`config.mk`:
```
export PLATFORM = sky130hd
export DESIGN_NAME = bp_me_cache_dma_initiator
export DESIGN_NICKNAME = d
export VERILOG_FILES = /design/src/rtl/bp_me_cache_dma_initiator.sv
export SDC_FILE = /design/constraint.sdc
export NUM_CORES = 1
export LEC_CHECK = 0
export ABC_AREA = 1
export CAP_MARGIN = 20
export CORE_AREA = 2 2 494 496
export CTS_BUF_LIST = sky130_fd_sc_hd__clkbuf_2 sky130_fd_sc_hd__clkbuf_4 sky130_fd_sc_hd__clkbuf_8
export DETAILED_ROUTE_END_ITERATION = 7
export DIE_AREA = 0 0 496 498
export PLACE_DENSITY = 0.42
export SLEW_MARGIN = 15
export SYNTH_ARGS = -nofsm -noshare
export SYNTH_HDL_FRONTEND = slang
export SYNTH_SLANG_ARGS = --single-unit
```
`constraint.sdc`:
```
create_clock -name clk_i -period 1.6 [get_ports clk_i]
set_input_delay 0.16 -clock clk_i [delete_from_list [all_inputs] [get_ports clk_i]]
set_output_delay 0.16 -clock clk_i [all_outputs]
set_load 0.01 [all_outputs]
```
`src/rtl/bp_me_cache_dma_initiator.sv`:
```
// Block-granular DMA initiator: buffers one read/write command and drives the
// bsg_cache DMA packet / fill-beat interface as the requesting side.
module bp_me_cache_dma_initiator
  #(parameter int daddr_width_p           = 32
  , parameter int l2_fill_width_p         = 64
  , parameter int l2_block_size_in_fill_p = 8
  , localparam int block_width_lp         = l2_fill_width_p*l2_block_size_in_fill_p
  , localparam int dma_pkt_width_lp       = 1+daddr_width_p
  )
  (input  logic                        clk_i
  , input  logic                        reset_n_i

  , input  logic                        req_v_i
  , output logic                        req_ready_and_o
  , input  logic                        req_write_not_read_i
  , input  logic [daddr_width_p-1:0]    req_addr_i
  , input  logic [block_width_lp-1:0]   req_data_i

  , output logic                        resp_v_o
  , input  logic                        resp_ready_and_i
  , output logic                        resp_write_not_read_o
  , output logic [daddr_width_p-1:0]    resp_addr_o
  , output logic [block_width_lp-1:0]   resp_data_o

  , output logic [dma_pkt_width_lp-1:0] dma_pkt_o
  , output logic                        dma_pkt_v_o
  , input  logic                        dma_pkt_yumi_i

  , input  logic [l2_fill_width_p-1:0]  dma_data_i
  , input  logic                        dma_data_v_i
  , output logic                        dma_data_ready_and_o

  , output logic [l2_fill_width_p-1:0]  dma_data_o
  , output logic                        dma_data_v_o
  , input  logic                        dma_data_yumi_i
  );

    localparam int off_lp   = $clog2(block_width_lp/8);
    localparam int cnt_w_lp = (l2_block_size_in_fill_p > 1) ? $clog2(l2_block_size_in_fill_p) : 1;
    localparam logic [cnt_w_lp-1:0] last_lp = cnt_w_lp'(l2_block_size_in_fill_p-1);

    typedef enum logic [2:0] {e_ready, e_send_pkt, e_send_data, e_recv_data, e_resp} state_e;

    state_e                                                    state_r;
    logic                                                      wnr_r;
    logic [daddr_width_p-1:0]                                  addr_r;
    logic [l2_block_size_in_fill_p-1:0][l2_fill_width_p-1:0]   buf_r;
    logic [cnt_w_lp-1:0]                                       cnt_r;

    logic last_beat;
    assign last_beat = (cnt_r == last_lp);

    // Outputs decode straight from registered state; data fields are gated so
    // everything reads zero whenever the matching valid is low (incl. reset).
    assign req_ready_and_o       = reset_n_i & (state_r == e_ready);
    assign dma_pkt_v_o           = (state_r == e_send_pkt);
    assign dma_pkt_o             = dma_pkt_v_o ? {wnr_r, addr_r} : '0;
    assign dma_data_v_o          = (state_r == e_send_data);
    assign dma_data_o            = dma_data_v_o ? buf_r[cnt_r] : '0;
    assign dma_data_ready_and_o  = (state_r == e_recv_data);
    assign resp_v_o              = (state_r == e_resp);
    assign resp_write_not_read_o = resp_v_o & wnr_r;
    assign resp_addr_o           = resp_v_o ? addr_r : '0;
    assign resp_data_o           = (resp_v_o & ~wnr_r) ? buf_r : '0;

    always_ff @(posedge clk_i or negedge reset_n_i) begin
        if (!reset_n_i) begin
            state_r <= e_ready;
            wnr_r   <= 1'b0;
            addr_r  <= '0;
            buf_r   <= '0;
            cnt_r   <= '0;
        end else begin
            case (state_r)
                e_ready: if (req_v_i) begin
                    wnr_r   <= req_write_not_read_i;
                    addr_r  <= {req_addr_i[daddr_width_p-1:off_lp], {off_lp{1'b0}}};
                    buf_r   <= req_write_not_read_i ? req_data_i : '0;
                    state_r <= e_send_pkt;
                end
                e_send_pkt: if (dma_pkt_yumi_i) begin
                    cnt_r   <= '0;
                    state_r <= wnr_r ? e_send_data : e_recv_data;
                end
                e_send_data: if (dma_data_yumi_i) begin
                    cnt_r <= last_beat ? '0 : cnt_r + cnt_w_lp'(1);
                    if (last_beat) state_r <= e_resp;
                end
                e_recv_data: if (dma_data_v_i) begin
                    buf_r[cnt_r] <= dma_data_i;
                    cnt_r        <= last_beat ? '0 : cnt_r + cnt_w_lp'(1);
                    if (last_beat) state_r <= e_resp;
                end
                e_resp: if (resp_ready_and_i) state_r <= e_ready;
                default: state_r <= e_ready;
            endcase
        end
    end

`ifndef SYNTHESIS
    a_pkt_yumi:  assert property (@(posedge clk_i) disable iff (!reset_n_i) dma_pkt_yumi_i |-> dma_pkt_v_o);
    a_data_yumi: assert property (@(posedge clk_i) disable iff (!reset_n_i) dma_data_yumi_i |-> dma_data_v_o);
`endif

endmodule
```
* Word level (Yosys, flattened, before mapping)
Index checks and enable logic that the tools add are counted.
** Cells by class
- Add/subtract/negate cells :: 1
- $mul :: 0
- Divide/modulo/power cells :: 0
- Order comparisons :: 2
- Equality and inequality tests :: 10
- Shift operators :: 0
- Mux-type cells :: 26
- Bitwise gates (word level) :: 4
- Reduce and logical (&&, ||, !) cells :: 8
** Operators by type and width (count)
- 512-bit 2-to-1 mux :: 4
- 512-bit one-hot mux with 2 select lines :: 1
- 512-bit bitwise mux :: 1
- 64-bit binary-select mux with 3-bit select :: 1
- 64-bit demux with 3-bit select :: 1
- 64-bit 2-to-1 mux :: 3
- 33-bit 2-to-1 mux :: 1
- 32-bit 2-to-1 mux :: 1
- 3-bit 2-to-1 mux :: 10
- 3-bit one-hot mux with 5 select lines :: 1
- 3-bit one-hot mux with 3 select lines :: 1
- 3-bit by 2-bit equality test with 1-bit output (second input constant) :: 2
- 3-bit equality test (second input constant) :: 2
- 2-bit by 1-bit != test with 1-bit output (second input constant) :: 3
- 5-bit AND reduction :: 1
- 3-bit by 4-bit less-than comparator with 1-bit output (second input constant) :: 1
- 2-bit != test (second input constant) :: 2
- 4-bit AND reduction :: 1
- 3-bit by 1-bit adder with 3-bit output (second input constant) :: 1
- 1-bit AND :: 3
- 3-bit by 1-bit equality test with 1-bit output (second input constant) :: 1
- 3-bit by 1-bit >= comparator with 1-bit output (second input constant) :: 1
- 3-bit zero test :: 1
- 3-bit AND reduction :: 1
- other kinds (6) :: 6
** Word-level totals
- Register bits after elaboration :: 545
- Bits in latches :: 0
- RAM bits :: 0
- Memory bits (read-only) :: 0
- Bits of input ports :: 616
- Output and inout port bits :: 647
- Logic and storage cells :: 63
- Memories :: 0

* Depth between registers and ports, before layout
- Depth after elaboration :: 7
- Depth in mapped cells :: 11
- Mapped depth without buffers :: 9

* Worst setup path before layout
OpenSTA, ideal clock, no wires.
- Path type :: register to output
- From :: register cnt_r[0]
- To :: output port dma_data_o[11]
- Arrival :: 1.581 ns
- Required time :: 1.440 ns
- Slack :: -0.141 ns
- Stages on the path, launching flop included :: 12
- Buffers on the path :: 4
- Path through :: dfrtp_1 buf_2 buf_4 inv_1 buf_2 buf_2 nand2_1 nand2_1 nand2_1 nand2_1 nand2_1 a21oi_1
** Between the ends
- Cells in the longest elaborated chain, start to end :: 3
** Ends and longest elaborated chain
- from (decl) :: line 48 : logic [cnt_w_lp-1:0] cnt_r;
- from (signal assigned) :: line 86 : cnt_r <= last_beat ? '0 : cnt_r + cnt_w_lp'(1);
- from (signal assigned) :: line 91 : cnt_r <= last_beat ? '0 : cnt_r + cnt_w_lp'(1);
- 64-bit binary-select mux with 3-bit select :: line 59 : assign dma_data_o = dma_data_v_o ? buf_r[cnt_r] : '0;
- 64-bit 2-to-1 mux (implied by the code) :: line 59
- 64-bit 2-to-1 mux :: line 59
- to (decl) :: line 33 : , output logic [l2_fill_width_p-1:0] dma_data_o
No other way between the ends. The select of a mux whose other input is x is not followed.

* Worst setup path in the final report
- From :: register state_r[0]
- To :: output port resp_data_o[78]
** Between the ends
- Cells in the longest elaborated chain, start to end :: 3
** Ends and longest elaborated chain
- from (decl) :: line 44 : state_e state_r;
- from (signal assigned) :: line 68 : state_r <= e_ready;
- from (signal assigned) :: line 79 : state_r <= e_send_pkt;
- from (signal assigned) :: line 83 : state_r <= wnr_r ? e_send_data : e_recv_data;
- 3-bit equality test :: line 61 : assign resp_v_o = (state_r == e_resp);
- 1-bit AND :: line 64 : assign resp_data_o = (resp_v_o & ~wnr_r) ? buf_r : '0;
- 512-bit 2-to-1 mux :: line 64
- to (decl) :: line 23 : , output logic [block_width_lp-1:0] resp_data_o
No other way between the ends.

==> results <==
## how the worst min path moves through the flow
| stage | startpoint | end | cells past startpoint |
|---|---|---|---|
| finish | req_data_i[63] | buf_r[63] | 5 |
| global route | req_data_i[63] | buf_r[63] | 5 |
| CTS | req_data_i[479] | buf_r[479] | 5 |
| detailed placement | reset_n_i | buf_r[409] | 3 |
| global placement | reset_n_i | buf_r[409] | 3 |
| floorplan | reset_n_i | addr_r[10] | 0 |
## final cells by class
type | instances | share of cell area, %
repair buffers | 2843 | 38.9
multi-input cells | 5059 | 30.3
flip-flops and latches | 545 | 18.5
well taps | 3202 | 5.44
clock buffers | 191 | 3.26
inverters | 619 | 3.21
clock inverters | 18 | 0.236
diodes | 35 | 0.119
## logic make-up (layout without fill, tap and decap cells)
logic type,count (synthesis),count (layout),synth area share (%)
AOI/OAI and AO/OA,671,671,8.66
adders and majority gates,2,2,0.0645
buffers and inverters,1134,3671,12.1
DFF,545,545,35.2
other,1,47,0.00967
and+or+nand+nor,4374,4374,44.0
## power by group through the flow
stage / sequential [mW] / clock, mW / combinational [mW]
final: 22.3 / 17.4 / 62.9
after global routing: 22.8 / 18.5 / 67.6
after CTS: 22.2 / 17.9 / 62.1
after detailed placement: 22.3 / 0 / 57.1
after global placement: 22.3 / 0 / 57.0
after floorplan: 21.1 / 0 / 24.5
## routing by layer
layer | routed length [um] | GRT usage [%]
met1 | 138000 | 32.6
met2 | 139000 | 38.7
met3 | 22600 | 4.72
met4 | 10500 | 7.38
met5 | 135 | 0
## registers in the layout, summed over array words and instances (netlist names)
signal / cells
addr_r: 26
buf_r: 512
cnt_r: 3
wnr_r: 1
state_r: 3
## cells in the final DEF (no fill, tap or decap), types with 229 or more instances in the layout
| cell type | Yosys | routed |
|---|---|---|
| inv_1 | 615 | 611 |
| nand2_1 | 2167 | 2049 |
| dlygate4sd3_1 | 0 | 447 |
| buf_12 | 0 | 229 |
| nor2_1 | 1788 | 1584 |
| dfrtp_1 | 545 | 540 |
| o21ai_1 | 384 | 453 |
| clkdlybuf4s50_1 | 0 | 700 |
| buf_4 | 15 | 983 |
| nand3_1 | 342 | 329 |
## worst register-to-register path, delay by kind of cell (launching register included)
| family | cells | cell delay (ns) |
|---|---|---|
| AND/OR/NAND/NOR | 4 | 0.64 |
| AO/OA/AOI/OAI | 1 | 0.07 |
| buffers and inverters | 8 | 1.13 |
| flip-flops | 1 | 0.54 |
## stage by stage
| stage | total power [mW] | setup slack (ns) |
|---|---|---|
| 5_1_grt | 109 | -1.56 |
| 3_5_place_dp | 79.4 | -0.839 |
| 6_report | 103 | -1.41 |
| 4_1_cts | 102 | -1.58 |
| 3_3_place_gp | 79.4 | -0.852 |
| 2_1_floorplan | 45.6 | -0.0228 |
## what timing repair did
item	4_1_cts	5_1_grt
setup endpoints to repair	1180	1180
hold buffers	447	0
gates resized for setup	1006	426
pin swaps	98	67
setup buffers	67	25
gates cloned	28	5
endpoints found under the hold margin	1000	0
==> results.json <==
{
  "outcome": "finished, violations left",
  "violations": "negative setup slack",
  "clk_path_buf_depth": 3,
  "cts_sinks": 545,
  "grt_start_max_net_pins": 98,
  "synth-main-ff-cell": "dfrtp_1",
  "layout.cells.non_filler": 12512,
  "place.gp.congestion": 0.929,
  "endpoint": "resp_data_o[78]",
  "fillers": 26719,
  "holdCritPathClass": "in2reg",
  "drt_pass1_iterations": 7,
  "p_clk_share_pct": 17.0,
  "rsz0062_at_grt": "true",
  "ys_types": 24,
  "synthArstFlopShare_pct": 100,
  "antenna_found_initial": 62,
  "postRouteAntennaNets": 0,
  "cts_root_buf": "clkbuf_8",
  "worstPathRequired_ns": 1.44,
  "tns_ns": -1068.69,
  "skew_ns": 0.0493,
  "die_width_um": 496,
  "multi_input_area_um2": 22300,
  "cp.depth": 10,
  "worstPathArrival_ns": 2.85,
  "synth_seq_cells": 545,
  "peakVddDrop_v": 0.000877,
  "grt_pass1_vias": 53855,
  "cts_buffers": 116,
  "dpl.hpwl_um": 246000,
  "htree_levels": 3,
  "tightest_slew_ns": 0.703,
  "setup_viol": 1180,
  "crit_buf_inv": 6,
  "die_area_um2": 247000,
  "yosys-top-cells-area": "dfrtp_1, nand2_1, nor2_1",
  "max_freq_mhz": 332,
  "dieHeight_um": 498,
  "area_growth_pct": 89.9,
  "worstReg2RegStart": "cnt_r[0]",
  "crit_slowest_cell": "dfrtp_4",
  "seq_area_um2": 13700,
  "final_nets": 9802,
  "p_leak_nw": 34.9,
  "cp-start-kind": "register",
  "r2r_slack_ns": -0.89,
  "placed_cells": 11708,
  "r2r_end": "buf_r[167]",
  "ys_seq_area_share_pct": 35.2,
  "power.internal_mw": 54.0,
  "yosys.area.top_type": "dfrtp_1",
  "grt_util_all_layers_pct": 24.2,
  "post_drt_via_cell_ratio": 4.30,
  "p_comb_share_pct": 61.3,
  "core_area_um2": 242000,
  "whs_ns": 0.0940,
  "fin_crit_sh_pct": 188,
  "cp-end-kind": "output pin",
  "maxSlewViolCount": 0,
  "power_density_nw_per_um2": 1390,
  "period_minus_slack_ns": 3.01,
  "cp_max_fo": 16,
  "synthesis.area_um2": 38800,
  "path_delay_family": "buffers and inverters",
  "grt_pass1_wl_um": 425000,
  "drt_first_iter_violations": 4834,
  "netlist_top_cells_count": "nand2_1, nor2_1, inv_1, dfrtp_1, o21ai_1",
  "drc": 0,
  "placed_area_um2": 64000,
  "cap_viol_max_count": 0,
  "rows": 181,
  "clk_latency_ns": 0.88,
  "io_pins": 1263,
  "layout-drive-gt1-share_pct": 23.5,
  "dr_total_vias": 53779,
  "r2r_cells": 13,
  "cts_tree": "yes",
  "clkSlewWorstSetupHoldPaths_ns": 0.05,
  "path_cells": "nor2_4, nand2_4, inv_4, nand2_8, buf_12, buf_16, buf_4, nor2_4, buf_4, dlygate4sd2_1",
  "ys_warn_count": 0,
  "numPortBuffers": 1244,
  "seq_power_share_pct": 21.7,
  "start_util_pct": 16.0,
  "syn_inst": 6727,
  "synth_edf_count": 0,
  "wl_um": 310000,
  "avgSynthCellArea_um2": 5.76,
  "fin_ws_ns": -1.41,
  "hold_violations": 0,
  "postLayoutCoreUtil_pct": 30.4,
  "slew_headroom_pct": 53.1,
  "crit_start": "state_r[0]",
  "synth_top_area_share_pct": 35.2,
  "postLayoutCellArea_um2": 73600,
  "switching_share_pct": 47.4,
  "max_stage_delay_ns": 0.49,
  "overflow": 0,
  "crit_type": "reg2out",
  "wl_per_cell_um": 24.8,
  "p_switching_mw": 48.6,
  "yosysMostFrequentCell": "nand2_1"
}
(Power assumes the default switching activity.)
